File: src/rtl/axi_rr_arbiter.sv
// Round-robin arbiter funnelling N single-beat requesters onto one 64-bit AXI4 master port.
// Define AXI_ARB_PERF_EN to add per-requester grant and wait counters (perf_grants, perf_wait).
module axi_rr_arbiter #(
  parameter int N_MST  = 2,
  parameter int ADDR_W = 32,
  parameter int PERF_W = 32
) (
  input  logic                    clk,
  input  logic                    rst,
  input  logic [N_MST-1:0]        req_valid,
  input  logic [N_MST-1:0]        req_write,
  input  logic [N_MST*ADDR_W-1:0] req_addr,
  input  logic [N_MST*2-1:0]      req_size,
  input  logic [N_MST*32-1:0]     req_wdata,
  output logic [N_MST-1:0]        resp_valid,
  output logic [31:0]             resp_rdata,
  output logic                    resp_err,
  output logic [ADDR_W-1:0]       m_araddr,
  output logic                    m_arvalid,
  input  logic                    m_arready,
  output logic [3:0]              m_arid,
  output logic [7:0]              m_arlen,
  output logic [2:0]              m_arsize,
  output logic [1:0]              m_arburst,
  input  logic [63:0]             m_rdata,
  input  logic [1:0]              m_rresp,
  input  logic                    m_rlast,
  input  logic [3:0]              m_rid,
  input  logic                    m_rvalid,
  output logic                    m_rready,
  output logic [ADDR_W-1:0]       m_awaddr,
  output logic                    m_awvalid,
  input  logic                    m_awready,
  output logic [3:0]              m_awid,
  output logic [7:0]              m_awlen,
  output logic [2:0]              m_awsize,
  output logic [1:0]              m_awburst,
  output logic [63:0]             m_wdata,
  output logic [7:0]              m_wstrb,
  output logic                    m_wlast,
  output logic                    m_wvalid,
  input  logic                    m_wready,
  input  logic [1:0]              m_bresp,
  input  logic [3:0]              m_bid,
  input  logic                    m_bvalid,
  output logic                    m_bready
`ifdef AXI_ARB_PERF_EN
  ,
  output logic [N_MST*PERF_W-1:0] perf_grants,
  output logic [N_MST*PERF_W-1:0] perf_wait
`endif
);

  localparam int IDX_W = (N_MST > 1) ? $clog2(N_MST) : 1;

  typedef enum logic [2:0] {ST_IDLE, ST_AR, ST_R, ST_WR, ST_B, ST_RESP} state_t;

  state_t              state, state_nx;
  logic [IDX_W-1:0]    rr_ptr, pick, idx_hi, idx_lo, grant_p0;
  logic                found_hi, found_lo, found, pick_write;
  logic [ADDR_W-1:0]   pick_addr, addr_p0;
  logic [1:0]          pick_size, size_p0;
  logic [31:0]         pick_wdata, wdata_p0;
  logic                aw_done, w_done, aw_fire, w_fire;
  logic                unused_ok;

  function automatic logic [31:0] rd_lane(input logic [63:0] d, input logic [2:0] a,
                                          input logic [1:0] s);
    logic [31:0] w;
    w = a[2] ? d[63:32] : d[31:0];
    w = w >> {a[1:0], 3'b000};
    case (s)
      2'd0:    rd_lane = {24'h0, w[7:0]};
      2'd1:    rd_lane = {16'h0, w[15:0]};
      default: rd_lane = w;
    endcase
  endfunction

  // Lanes beyond the 4-byte word are dropped by the shift: crossing accesses are unsupported.
  function automatic logic [7:0] wr_strb(input logic [2:0] a, input logic [1:0] s);
    logic [3:0] s4;
    case (s)
      2'd0:    s4 = 4'h1;
      2'd1:    s4 = 4'h3;
      default: s4 = 4'hF;
    endcase
    s4 = s4 << a[1:0];
    wr_strb = a[2] ? {s4, 4'h0} : {4'h0, s4};
  endfunction

  function automatic logic [63:0] wr_data(input logic [31:0] d, input logic [1:0] a);
    logic [31:0] w;
    w = d << {a, 3'b000};
    wr_data = {w, w};
  endfunction

  // Stage p0: round-robin pick; first set bit at or above rr_ptr, else lowest set bit
  always_comb begin
    found_hi = 1'b0;
    found_lo = 1'b0;
    idx_hi   = '0;
    idx_lo   = '0;
    for (int i = N_MST - 1; i >= 0; i--) begin
      if (req_valid[i]) begin
        found_lo = 1'b1;
        idx_lo   = IDX_W'(i);
        if (i >= int'(rr_ptr)) begin
          found_hi = 1'b1;
          idx_hi   = IDX_W'(i);
        end
      end
    end
    found      = found_lo;
    pick       = found_hi ? idx_hi : idx_lo;
    pick_write = 1'b0;
    pick_addr  = '0;
    pick_size  = '0;
    pick_wdata = '0;
    for (int i = 0; i < N_MST; i++) begin
      if (int'(pick) == i) begin
        pick_write = req_write[i];
        pick_addr  = req_addr[i*ADDR_W +: ADDR_W];
        pick_size  = req_size[2*i +: 2];
        pick_wdata = req_wdata[32*i +: 32];
      end
    end
  end

  always_ff @(posedge clk) begin
    if (state == ST_IDLE && found) begin
      grant_p0 <= pick;
      addr_p0  <= pick_addr;
      size_p0  <= pick_size;
      wdata_p0 <= pick_wdata;
    end
  end

  assign aw_fire = m_awvalid && m_awready;
  assign w_fire  = m_wvalid && m_wready;

  always_ff @(posedge clk) begin
    if (rst) begin
      state      <= ST_IDLE;
      rr_ptr     <= '0;
      aw_done    <= 1'b0;
      w_done     <= 1'b0;
      resp_rdata <= '0;
      resp_err   <= 1'b0;
    end else begin
      state <= state_nx;
      case (state)
        ST_IDLE: begin
          aw_done <= 1'b0;
          w_done  <= 1'b0;
        end
        ST_WR: begin
          if (aw_fire) aw_done <= 1'b1;
          if (w_fire)  w_done  <= 1'b1;
        end
        ST_R: if (m_rvalid) begin
          resp_rdata <= rd_lane(m_rdata, addr_p0[2:0], size_p0);
          resp_err   <= |m_rresp;
        end
        ST_B: if (m_bvalid) resp_err <= |m_bresp;
        ST_RESP: rr_ptr <= (int'(grant_p0) == N_MST - 1) ? '0 : grant_p0 + 1'b1;
        default: ;
      endcase
    end
  end

  always_comb begin
    state_nx   = state;
    m_arvalid  = 1'b0;
    m_rready   = 1'b0;
    m_awvalid  = 1'b0;
    m_wvalid   = 1'b0;
    m_bready   = 1'b0;
    resp_valid = '0;
    case (state)
      ST_IDLE: if (found) state_nx = pick_write ? ST_WR : ST_AR;
      ST_AR: begin
        m_arvalid = 1'b1;
        if (m_arready) state_nx = ST_R;
      end
      ST_R: begin
        m_rready = 1'b1;
        if (m_rvalid) state_nx = ST_RESP;
      end
      ST_WR: begin
        m_awvalid = !aw_done;
        m_wvalid  = !w_done;
        if ((aw_done || m_awready) && (w_done || m_wready)) state_nx = ST_B;
      end
      ST_B: begin
        m_bready = 1'b1;
        if (m_bvalid) state_nx = ST_RESP;
      end
      ST_RESP: begin
        for (int i = 0; i < N_MST; i++) resp_valid[i] = (int'(grant_p0) == i);
        state_nx = ST_IDLE;
      end
      default: state_nx = ST_IDLE;
    endcase
  end

  assign m_araddr  = addr_p0;
  assign m_awaddr  = addr_p0;
  assign m_arsize  = {1'b0, size_p0};
  assign m_awsize  = {1'b0, size_p0};
  assign m_arid    = 4'(grant_p0);
  assign m_awid    = 4'(grant_p0);
  assign m_arlen   = 8'h00;
  assign m_awlen   = 8'h00;
  assign m_arburst = 2'b01;
  assign m_awburst = 2'b01;
  assign m_wlast   = 1'b1;
  assign m_wstrb   = wr_strb(addr_p0[2:0], size_p0);
  assign m_wdata   = wr_data(wdata_p0, addr_p0[1:0]);
  assign unused_ok = ^{m_rlast, m_rid, m_bid};

`ifdef AXI_ARB_PERF_EN
  logic [PERF_W-1:0] grants_cnt [N_MST];
  logic [PERF_W-1:0] wait_cnt   [N_MST];

  always_ff @(posedge clk) begin
    for (int i = 0; i < N_MST; i++) begin
      if (rst) begin
        grants_cnt[i] <= '0;
        wait_cnt[i]   <= '0;
      end else begin
        if (state == ST_RESP && int'(grant_p0) == i && !(&grants_cnt[i]))
          grants_cnt[i] <= grants_cnt[i] + 1'b1;
        if (req_valid[i] && !(state != ST_IDLE && int'(grant_p0) == i) && !(&wait_cnt[i]))
          wait_cnt[i] <= wait_cnt[i] + 1'b1;
      end
    end
  end

  always_comb begin
    for (int i = 0; i < N_MST; i++) begin
      perf_grants[i*PERF_W +: PERF_W] = grants_cnt[i];
      perf_wait[i*PERF_W +: PERF_W]   = wait_cnt[i];
    end
  end
`endif

endmodule

File: config.mk
export PLATFORM = sky130hd
export DESIGN_NAME = axi_rr_arbiter
export DESIGN_NICKNAME = d
export VERILOG_FILES = /design/src/rtl/axi_rr_arbiter.sv
export SDC_FILE = /design/constraint.sdc
export NUM_CORES = 1
export LEC_CHECK = 0
export BUFFER_PORTS_ARGS = -buffer_cell sky130_fd_sc_hd__buf_2
export CORE_AREA = 3 3 166 168
export DETAILED_ROUTE_END_ITERATION = 6
export DIE_AREA = 0 0 169 171
export MAX_ROUTING_LAYER = met4
export SYNTH_ARGS = -nofsm -noshare
export SYNTH_HDL_FRONTEND = slang
export SYNTH_SLANG_ARGS = --single-unit
export TNS_END_PERCENT = 20
File: constraint.sdc
create_clock -name clk -period 11.1 [get_ports clk]
set_clock_uncertainty 0.1 [all_clocks]
set_input_delay 0.555 -clock clk [delete_from_list [all_inputs] [get_ports clk]]
set_output_delay 0.555 -clock clk [all_outputs]
set_load 0.01 [all_outputs]
# Word-level counts from Yosys, hierarchy flattened
# Index checks and enable logic that the tools add are counted.
# W data, S select, Z words.
[op_classes]
reduce_logical = 19
shift = 3
order_cmp = 1
n_addsub = 1
n_mux = 37
bitwise_logic = 1
n_eq_ne = 13
[ops]
columns = ["op", "n"]
rows = [
  ["$mux W32", 3],
  ["$pmux W32 S2", 1],
  ["$shl A32 B5 Y32", 1],
  ["$shr A32 B5 Y32", 1],
  ["$mux W1", 19],
  ["$mux W3", 5],
  ["$pmux W3 S5", 1],
  ["$ne A2 B2 Y1 const B", 7],
  ["$mux W8", 1],
  ["$pmux W4 S2", 1],
  ["$eq A3 B2 Y1 const B", 2],
  ["$eq A3 B3 Y1 const B", 2],
  ["$mux W2", 3],
  ["$pmux W1 S2", 3],
  ["$reduce_and A2 Y1", 3],
  ["$reduce_and A5 Y1", 1],
  ["$logic_and A1 B1 Y1", 4],
  ["$reduce_bool A2 Y1", 2],
  ["$reduce_or A2 Y1", 2],
  ["$shl A4 B2 Y4", 1],
  ["$eq A3 B1 Y1 const B", 1],
  ["$logic_not A3 Y1", 1],
  ["$reduce_and A3 Y1", 1],
  ["$eq A2 B1 Y1 const B", 1],
  ["6 further kinds", 8],
]
[word_totals]
elab_cells = 85
out_inout_bits = 211
regBits = 106

# Logic depth before layout (Yosys ltp)
# Gate-level depths: netlist of the first run.
[depth]
word_depth = 8
ltp_mapped = 7
depth_no_buf = 4

# Worst setup path after synthesis of the first run
# No wires, ideal clock.
[synth_path]
path_type = "register to register"
startpoint = "reg state[0]"
endpoint = "reg grant_p0, enable pin"
setup_time_ns = 0.657
arrival_time_ns = 6.943
path_buffers = 1
t_required_ns = 10.343
path_stages_with_launch = 3
setup_slack_ns = 3.400
path_cell_list = "dfxtp_1 -> buf_4 -> nor4_1"
[synth_between]
elab_chain_len = 2
[synth_rtl]
columns = ["item", "line_no", "rtl"]
rows = [
  ["start: declaration", "58", "state_t state, state_nx;"],
  ["start signal: assignment", "150", "state <= state_nx;"],
  ["$logic_not A3 Y1", "130", "if (state == ST_IDLE && found) begin"],
  ["$logic_and A1 B1 Y1", "130", ""],
  ["end signal: assignment", "131", "grant_p0 <= pick;"],
  ["end: declaration", "59", "logic [IDX_W-1:0] rr_ptr, pick, idx_hi, idx_lo, grant_p0;"],
]
# No other way between the ends.
# A chain may end at the register's enable or synchronous reset.

# Final worst setup path of the first run
[layout_path]
startpoint = "reg addr_p0[1], in the netlist m_araddr[1]"
endpoint = "out m_wdata[21]"
[layout_between]
elab_chain_len = 1
[layout_rtl]
columns = ["item", "line_no", "rtl"]
rows = [
  ["start: declaration", "61", "logic [ADDR_W-1:0] pick_addr, addr_p0;"],
  ["start signal: assignment", "132", "addr_p0 <= pick_addr;"],
  ["$shl A32 B5 Y32", "93", "w = d << {a, 3'b000};"],
  ["end: declaration", "38", "output logic [63:0] m_wdata,"],
]
# No other way between the ends.

==> results of run 1 <==
worst max-delay path by stage:
stage / start / to / slack, ns
floorplan: state[0]$_SDFFE_PP0P_ / grant_p0$_DFFE_PP_ / 3.40
global placement: m_araddr[1]$_DFFE_PP_ / m_wdata[54] / 8.42
detailed placement: m_araddr[1]$_DFFE_PP_ / m_wdata[54] / 8.39
CTS: m_araddr[1]$_DFFE_PP_ / m_wdata[54] / 7.97
global route: m_araddr[1]$_DFFE_PP_ / m_wdata[54] / 7.87
finish: m_araddr[1]$_DFFE_PP_ / m_wdata[21] / 8.04
area by class of cell:
class	instances	area, sq um	share of cell area
repair buffers	402	2040	0.235
well taps	335	419	0.0485
clock buffers	10	229	0.0265
diodes	1	2.50	0.000289
inverters	16	60.1	0.00694
flip-flops and latches	106	2790	0.323
multi-input cells	372	3050	0.353
clock inverters	6	58.8	0.00680
cells in the final DEF, fill, tap and decap left out, types with 3 or more instances in the layout:
cell type  Yosys  layout
nand3_1        4       4
nor3_1         8       8
inv_6          0       3
mux2_2        79      79
nand2_1       15      15
a22o_1         8       8
a22oi_1       22      22
o211a_1        5       5
dfxtp_1       39      39
clkbuf_16      0       9
edfxtp_1      67      67
buf_2         20     392
clkinv_1       7       7
conb_1         2      29
nor2b_1       17      17
o21ai_0       12      12
o22ai_1        9       9
and2_1        10      10
mux4_1         5       5
a21oi_1       22      22
inv_1          9       9
a211oi_1      12      12
mux4_2        11      11
buf_4        107      10
nand2b_1       4       4
nor2_1        42      42
mux2i_1       32      32
through the flow:
stage | power, mW | setup slack (ns)
2_1_floorplan | 1.32 | 3.40
3_3_place_gp | 1.55 | 8.42
3_5_place_dp | 1.55 | 8.39
4_1_cts | 1.89 | 7.97
5_1_grt | 1.97 | 7.87
6_report | 1.84 | 8.04
flip-flops by register name (all words and copies together) (netlist names):
| name | cells |
|---|---|
| resp_err | 1 |
| w_done | 1 |
| grant_p0 | 1 |
| wdata_p0 | 32 |
| resp_rdata | 32 |
| m_araddr | 32 |
| rr_ptr | 1 |
| aw_done | 1 |
| state | 3 |
| size_p0 | 2 |
power groups by stage:
stage	clock [mW]	combinational [mW]	sequential, mW
detailed placement	0	0.905	0.643
CTS	0.336	0.910	0.639
global route	0.353	0.962	0.652
global placement	0	0.903	0.646
finish	0.318	0.889	0.635
floorplan	0	0.657	0.664
worst max-delay path: cells and delay by family, from the launching register on:
kind	cells	cell delay, ns
compound gates	1	0.41
flops	1	0.39
buf+inv	3	1.08
mux	1	0.16
layer usage:
| layer | up-vias | track usage | share of wire |
|---|---|---|---|
| met3 | 26 | 0.0270 | 0.082 |
| li1 | 2692 | - | - |
| met4 | 0 | 0.0459 | 0.017 |
| met2 | 299 | 0.267 | 0.52 |
| met5 | - | - | 0 |
| met1 | 2630 | 0.171 | 0.38 |
logic make-up (layout without fill, tap and decap cells):
| family | after synthesis | in the layout |
|---|---|---|
| buf+inv | 154 | 434 |
| mux | 127 | 127 |
| simple gates | 116 | 116 |
| flops | 106 | 106 |
| compound gates | 100 | 100 |
| other cells | 2 | 30 |
==> flow_summary.yaml, run 1 <==
drt:
  wl_per_cell_microns: 18.1
  drt_first_pass_iters: 5
  drc: 0
  vias: 5647
  drt_wl_total_mm: 22.6
  viasPerCell: 4.52
  ant_nets: 0
  drt_iter0_drc: 380
global_route:
  grt_max_degree: 70
  grt_use_total: 0.150
  grt_pass1_vias: 5397
  grt_pass1_wl_mm: 31.7
  grt_overflow_total: 0
  grt_antenna_before_repair: 1
clock_network:
  root_buffer: "clkbuf_16"
  clk_pin_slew_ns: 0.08
  tritoncts: "built"
  cts_max_level: 3
  holdBufCountCts: 0
  cts_setup_buffers: 0
  numClockSinks: 106
  clockBufferDepth: 2
  ctsResizeCount: 0
  numCtsBuffers: 9
  clk_latency_ns: 0.35
critical_path:
  endpoint_kind: "output pin"
  rr_startpoint: "m_araddr[1]$_DFFE_PP_"
  crit_slowest_cell: "buf_4"
  r2r_slack_ns: 8.73
  cpMostUsedCell: "buf_4"
  slowest_delay_ns: 0.49
  timing.rr.end: "resp_rdata[28]$_SDFFE_PP0P_"
  worstSetupStartpointType: "flip-flop"
  crit_required_ns: 10.45
  worstPathArrival_ns: 2.41
  critical_path_class: "flip-flop to output pin"
  rr_worst_depth: 7
  path_max_fanout: 37
  worstPathCellList: "buf_4, buf_4, mux2i_1, o21ai_0, buf_2"
logic_synthesis:
  ys.flop_type: "edfxtp_1"
  synth_top_cell_by_area: "edfxtp_1"
  synth-edff-count: 67
  synth-xor-area-share: 0
  ys_seq_area_frac: 0.413
  async_flop_share: 0
  synth_top_family_by_area: "multiplexers"
  synth_area_sq_um: 6760
  yosys.area_share.simple: 0.0943
  post-synth-top-count-cell: "buf_4"
  synth_top_cell_area_share: 0.298
  synth_common_cells: "buf_4 (107), mux2_2 (79), edfxtp_1 (67)"
  syn-mean-instance-area_sq_um: 11.2
  synthCells: 605
  synthDistinctLibCells: 50
  synth-adder-area-share: 0
  yosys-top-cells-area: "edfxtp_1 (30%), mux2_2 (13%), buf_4 (12%)"
  synth_compound_area_frac: 0.103
  ys_warn_count: 0
  synthMuxAreaShare: 0.235
  ys_ff_latch: 106
cells_and_area:
  area_growth_pct: 28.0
  fin_cells: 1248
  final_area_sq_um: 8650
  fin_nets: 1127
  n_fill_cell: 2704
  post-route-util: 0.332
  drive_gt1_frac: 0.567
placement:
  placed_area_sq_um: 8360
  hpwl_mm: 17.4
  place_inst: 1231
  portBuffers: 392
  place.gp.congestion: 0.869
flow_run:
  max_cap_violations: 0
timing:
  hold_slack_ns: 0.366
  fmax_mhz: 327
  setup_tns_ns: 0
  fin_crit_ns: 3.06
  setup_violations: 0
  relSlewSlack: 0.370
  tightest_slew_ns: 0.943
  min_period_over_period: 0.276
  rsz0062_at_grt: "no"
  hold_viol: 0
  timing.final.max_slew_violations: 0
hold_path:
  holdCritPathClass: "flip-flop to flip-flop"
  worstHoldEndpoint: "resp_err$_SDFFE_PP0P_"
  holdPathStages: 2
  min_from: "resp_err$_SDFFE_PP0P_"
power_and_ir_drop:
  switching_share: 0.416
  power_leakage_nw: 4.03
  p_int_mw: 1.08
  combPwrFrac: 0.483
  power_density_nw_per_um2: 213
  seqPwrFrac: 0.345
  p_sw_mw: 0.767
  ir_worst_vdd_mv: 0.0991
  p_clk_frac: 0.173
floorplanning:
  die_y_microns: 171
  ioPinCount: 431
  die_w_microns: 169
  core_sq_um: 26100
  rows: 59
  start_util: 0.259
  dieArea_sq_um: 28900
run_status:
  status: "finished, final reports clean"
Power figures use the tool's default switching activity.
==> run 2, diff against run 1 <==
Settings changed: ABC_AREA set to 1, CORE_AREA 3 3 166 168 to 3 3 164 166, DIE_AREA 0 0 169 171 to 0 0 167 169.
Clock period 11.1 ns to 2.7 ns, I/O delays scaled along.
==> run 2 against run 1 <==
  * Sequential share of layout area fell by 4.0 points
  * Clock power rose to 4.5 times the previous value
  * Clock-buffer cell count did not move
  * Register-to-register slack got worse by 8.1 ns
  * Sequential power rose to 4.1 times the previous value
  * Flip-flop and latch count did not move
  * Routed wire length rose by 16%
  * Total power rose to 4.4 times the previous value
  * Largest cell class is now buffers
  * Largest power group unchanged
  * Highest routed layer unchanged
==> flow_summary.yaml, run 2 <==
run_status:
  status: "finished, final reports clean"
power_and_ir_drop:
  ir_worst_vdd_mv: 0.527
  power_leakage_nw: 5.13
  power_mw: 8.10
  power_density_nw_per_um2: 821
logic_synthesis:
  ys_seq_area_frac: 0.425
  synth_area_sq_um: 6570
  synth_top_cell_area_share: 0.306
  synthDistinctLibCells: 30
  synthCells: 908
  synth_top_cell_by_area: "edfxtp_1"
  yosys-top-cells-area: "edfxtp_1 (31%), nand2_1 (24%), dfxtp_1 (12%)"
  synth_common_cells: "nand2_1 (418), buf_4 (99), edfxtp_1 (67)"
  post-synth-top-count-cell: "nand2_1"
  synth-edff-count: 67
  ys_ff_latch: 106
  syn-mean-instance-area_sq_um: 7.23
  ys.flop_type: "edfxtp_1"
  async_flop_share: 0
  ys_warn_count: 0
clock_network:
  tritoncts: "built"
  numClockSinks: 106
  cts_max_level: 3
  root_buffer: "clkbuf_16"
  clockBufferDepth: 2
  clk_pin_slew_ns: 0.08
  numCtsBuffers: 9
  clk_latency_ns: 0.35
critical_path:
  worstPathCellList: "inv_1, nor2_4, a22oi_1, o21ai_0, buf_2"
  r2r_slack_ns: 0.66
  timing.rr.end: "resp_rdata[5]$_SDFFE_PP0P_"
  critical_path_class: "flip-flop to output pin"
  worstPathArrival_ns: 2.19
  path_max_fanout: 17
  critical_path.top_delay_family: "flip-flops"
  crit_required_ns: 2.47
  critPathLaunch: "m_araddr[0]$_DFFE_PP_"
  critical_path_buf_inv_count: 2
  rr_worst_depth: 7
  worstSetupStartpointType: "flip-flop"
  rr_startpoint: "m_araddr[0]$_DFFE_PP_"
  endpoint_kind: "output pin"
  crit_slowest_cell: "edfxtp_1"
  slowest_delay_ns: 0.62
drt:
  drt-met1-wl_mm: 10.4
  drt_iter0_drc: 394
  top_layer: "met4"
  ant_nets: 0
  drc: 0
  wl_met3_mm: 1.84
  wl_met2_mm: 13.4
  vias: 7416
  viasPerCell: 4.41
  drt_wl_total_mm: 26.3
  wl_per_cell_microns: 15.6
  drt_first_pass_iters: 6
timing:
  fmax_mhz: 413
  hold_viol: 0
  rsz0062_at_grt: "no"
  min_period_over_period: 0.896
  fin_crit_ns: 2.42
  tightest_slew_ns: 0.573
  relSlewSlack: 0.614
  setup_tns_ns: 0
  setup_violations: 0
  timing.final.max_slew_violations: 0
global_route:
  grt_overflow_total: 0
  grt_max_degree: 69
  grt_use_total: 0.182
  grt_antenna_before_repair: 0
  grt_pass1_wl_mm: 39.1
  grt_pass1_vias: 7118
floorplanning:
  rows: 59
  core_sq_um: 25800
  start_util: 0.255
  dieArea_sq_um: 28200
  die_y_microns: 169
  ioPinCount: 431
  die_w_microns: 167
hold_path:
  holdPathStages: 3
  holdCritPathClass: "input pin to flip-flop"
  min_from: "req_wdata[57]"
  worstHoldEndpoint: "wdata_p0[25]$_DFFE_PP_"
placement:
  hpwl_mm: 19.1
  portBuffers: 392
  place.gp.congestion: 0.908
  placed_area_sq_um: 8280
cells_and_area:
  n_antenna_cell: 0
  drive_gt1_frac: 0.328
  fin_nets: 1563
  final_common_cell: "nand2_1"
  layout_common_cells: "nand2_1 (417), buf_2 (392), dlygate4sd3_1 (128), edfxtp_1 (67), nor2_1 (59)"
  final_area_sq_um: 9870
  area_growth_pct: 50.2
  n_fill_cell: 2672
flow_run:
  max_cap_violations: 0
run 2: layout make-up:
class | count | area [sq um] | share of cell area
Tap cell | 335 | 419 | 0.0425
Clock buffer | 10 | 229 | 0.0232
Timing Repair Buffer | 536 | 3430 | 0.347
Sequential cell | 106 | 2790 | 0.283
Clock inverter | 6 | 78.8 | 0.00799
Multi-Input combinational cell | 648 | 2760 | 0.280
Inverter | 42 | 163 | 0.0165
run 2: layer usage:
metal  global-route usage  up-vias
met4               0.0642        0
met3               0.0322       33
met1                0.209     3415
met5                    -        -
met2                0.322      344
li1                     -     3624
run 2: metrics by stage:
step | cells | util | hold slack, ns | setup WS [ns]
after floorplan | 935 | - | 0.182 | 0.351
after global placement | 1539 | 0.321 | 0.299 | 0.620
after detailed placement | 1539 | 0.321 | 0.302 | 0.585
after CTS | 1683 | 0.383 | 0.000417 | 0.178
after global routing | 1683 | 0.383 | 0.00606 | 0.0591
final | 1683 | 0.383 | 0.00323 | 0.280
run 2: cells by family after synthesis:
logic type             share of synthesized area
AND/OR/NAND/NOR                            0.331
buffers and inverters                      0.173
flip-flops                                 0.425
AO/OA/AOI/OAI                             0.0699
other                                    0.00114
run 2: how the worst max path moves through the flow:
stage	end	slack, ns	cells past startpoint
after floorplan	grant_p0$_DFFE_PP_	0.35	4
after global placement	m_wdata[24]	0.62	5
after detailed placement	m_wdata[56]	0.58	5
after CTS	m_wdata[56]	0.18	5
after global routing	m_wdata[30]	0.06	5
final	m_wdata[56]	0.28	5
run 2: repair_timing:
item,in CTS,in global routing
resized for setup,0,0
hold buffers,128,0
endpoints found under the hold margin,66,0
setup buffers,0,0
run 2: report_power, final:
| part | switching [mW] | internal (mW) |
|---|---|---|
| Clock | 0.683 | 0.746 |
| Sequential | 0.318 | 2.30 |
| Combinational | 2.58 | 1.48 |
| Total | 3.58 | 4.53 |
run 2: worst reg2reg max path: cells and delay by family (launching register included):
kind                   cells  cell delay (ns)
AOI/OAI and AO/OA          1             0.13
and+or+nand+nor            4             0.68
DFF                        1             0.62
buffers and inverters      2             0.43
==> run 3, diff against run 2 <==
Settings changed: PLACE_DENSITY_LB_ADDON set to 0.08.
==> run 3 against run 2 <==
  * Combinational power about the same
  * Global-route usage up 0.64 points
  * Routed wire length up 3.5%
  * Hold slack worse by 0.012 ns
  * Highest routed layer unchanged
  * Sequential power down 2%
  * Die area unchanged
  * Largest cell class unchanged
  * Non-clock buffer count unchanged
  * Cell count up 0.24%
  * Critical endpoint is now resp_rdata[3]$_SDFFE_PP0P_
  * Setup slack worse by 0.0095 ns
  * First-iteration DRC count down 15%
  * Register-to-register slack worse by 0.39 ns
  * The flow now finishes with violations (negative hold slack)
==> flow_summary.yaml, run 3 (synthesis gave the netlist of run 2 again) <==
run_status:
  status: "complete, but fails checks"
  violations: "negative hold slack"
power_and_ir_drop:
  power_leakage_nw: 5.10
  p_clk_frac: 0.163
  seqPwrFrac: 0.324
  combPwrFrac: 0.513
  p_int_mw: 4.42
  ir_worst_vdd_mv: 0.361
  power_density_nw_per_um2: 812
  p_sw_mw: 3.53
  switching_share: 0.444
drt:
  drt_iter0_drc: 335
  wl_per_cell_microns: 16.1
  drc: 0
  viasPerCell: 4.23
  drt_first_pass_iters: 5
  drt_wl_total_mm: 27.2
  ant_nets: 0
  vias: 7131
critical_path:
  critical_path_class: "flip-flop to flip-flop"
  crit_required_ns: 2.90
  endpoint_kind: "flip-flop"
  path_max_fanout: 25
  worstSetupStartpointType: "flip-flop"
  worstPathArrival_ns: 2.63
global_route:
  top_usage_layer: "met2"
  grt_max_degree: 69
  grt_use_met3: 0.0297
  grt_use_total: 0.189
  grt_overflow_total: 0
  use_met1: 0.208
  grt_antenna_before_repair: 4
  grt_pass1_wl_mm: 39.8
  grt_pass1_vias: 7028
  grt_use_met2: 0.358
floorplanning:
  die_w_microns: 167
  dieArea_sq_um: 28200
  start_util: 0.255
  rows: 59
  die_y_microns: 169
  core_sq_um: 25800
  ioPinCount: 431
timing:
  relSlewSlack: 0.505
  min_period_over_period: 0.900
  setup_violations: 0
  fmax_mhz: 412
  setup_tns_ns: 0
  fin_crit_ns: 2.43
  hold_viol: 1
  tightest_slew_ns: 0.742
  rsz0062_at_grt: "no"
  hold_slack_ns: -0.00850
  setup_ws_ns: 0.270
  timing.final.max_slew_violations: 0
clock_network:
  cts_max_level: 3
  clk_pin_slew_ns: 0.08
  clockBufferDepth: 2
  clk_latency_ns: 0.35
  tritoncts: "built"
  numClockSinks: 106
  cts_setup_buffers: 0
  numCtsBuffers: 9
  root_buffer: "clkbuf_16"
  ctsResizeCount: 0
  holdBufCountCts: 124
cells_and_area:
  drive_gt1_frac: 0.330
  n_fill_cell: 2791
  fin_nets: 1563
  final_area_sq_um: 9800
  final_common_cell: "nand2_1"
  area_growth_pct: 49.2
  layout_common_cells: "nand2_1 (417), buf_2 (392), dlygate4sd3_1 (124), edfxtp_1 (67), nor2_1 (59)"
placement:
  portBuffers: 392
  place.gp.congestion: 0.824
  placed_area_sq_um: 8270
  place_ws_ns: 0.676
  hpwl_mm: 20.8
hold_path:
  holdCritPathClass: "input pin to flip-flop"
flow_run:
  max_cap_violations: 0
==> run 3: final timing paths <==
check	start	end	slack, ns	cells after the start
setup / recovery	m_araddr[1]$_DFFE_PP_	resp_rdata[3]$_SDFFE_PP0P_	0.27	8
setup reg to reg	m_araddr[1]$_DFFE_PP_	resp_rdata[3]$_SDFFE_PP0P_	0.27	8
hold / removal	req_addr[0]	m_araddr[0]$_DFFE_PP_	-0.009	3
hold reg to reg	resp_rdata[18]$_SDFFE_PP0P_	resp_rdata[18]$_SDFFE_PP0P_	0.36	2
==> run 3: per-stage QoR <==
stage	hold slack [ns]	utilization	std cells	total power, mW
6_report	-0.00850	0.380	1687	7.96
5_1_grt	0.00218	0.380	1687	8.57
4_1_cts	0.000385	0.380	1683	8.13
3_5_place_dp	0.304	0.321	1543	6.57
3_3_place_gp	0.299	0.321	1543	6.61
2_1_floorplan	0.182	-	935	5.24
==> run 3: layout make-up <==
| class | count | area [sq um] | area share |
|---|---|---|---|
| multi-input combinational | 648 | 2760 | 0.282 |
| clock buffer | 9 | 225 | 0.0230 |
| antenna | 4 | 10.0 | 0.00102 |
| sequential | 106 | 2790 | 0.285 |
| tap | 335 | 419 | 0.0428 |
| inverter | 42 | 163 | 0.0166 |
| clock inverter | 7 | 52.6 | 0.00536 |
| timing repair buffer | 536 | 3380 | 0.345 |
==> run 3: power groups by stage <==
| stage | logic (mW) | clock network, mW | registers [mW] |
|---|---|---|---|
| floorplan | 2.60 | 0 | 2.64 |
| global placement | 4.00 | 0 | 2.61 |
| detailed placement | 3.96 | 0 | 2.61 |
| CTS | 4.18 | 1.37 | 2.58 |
| global route | 4.51 | 1.43 | 2.64 |
| finish | 4.08 | 1.30 | 2.58 |
==> run 3: worst max-delay path: stages, from the launching register on <==
cell	delay [ns]
edfxtp_1	0.58
nor2_8	0.43
inv_4	0.17
nor2_4	0.26
nand2_1	0.08
nand4_1	0.09
dlygate4sd3_1	0.55
nor2_1	0.04
nor2_1	0.07
==> run 3: routing by layer <==
layer  wire length, microns  part of all wire  vias to the layer above
li1                       -                 -                     3631
met1                  10600              0.39                     3230
met2                  14700              0.54                      255
met3                   1610             0.059                       15
met4                    261            0.0096                        0
met5                      0                 0                        -
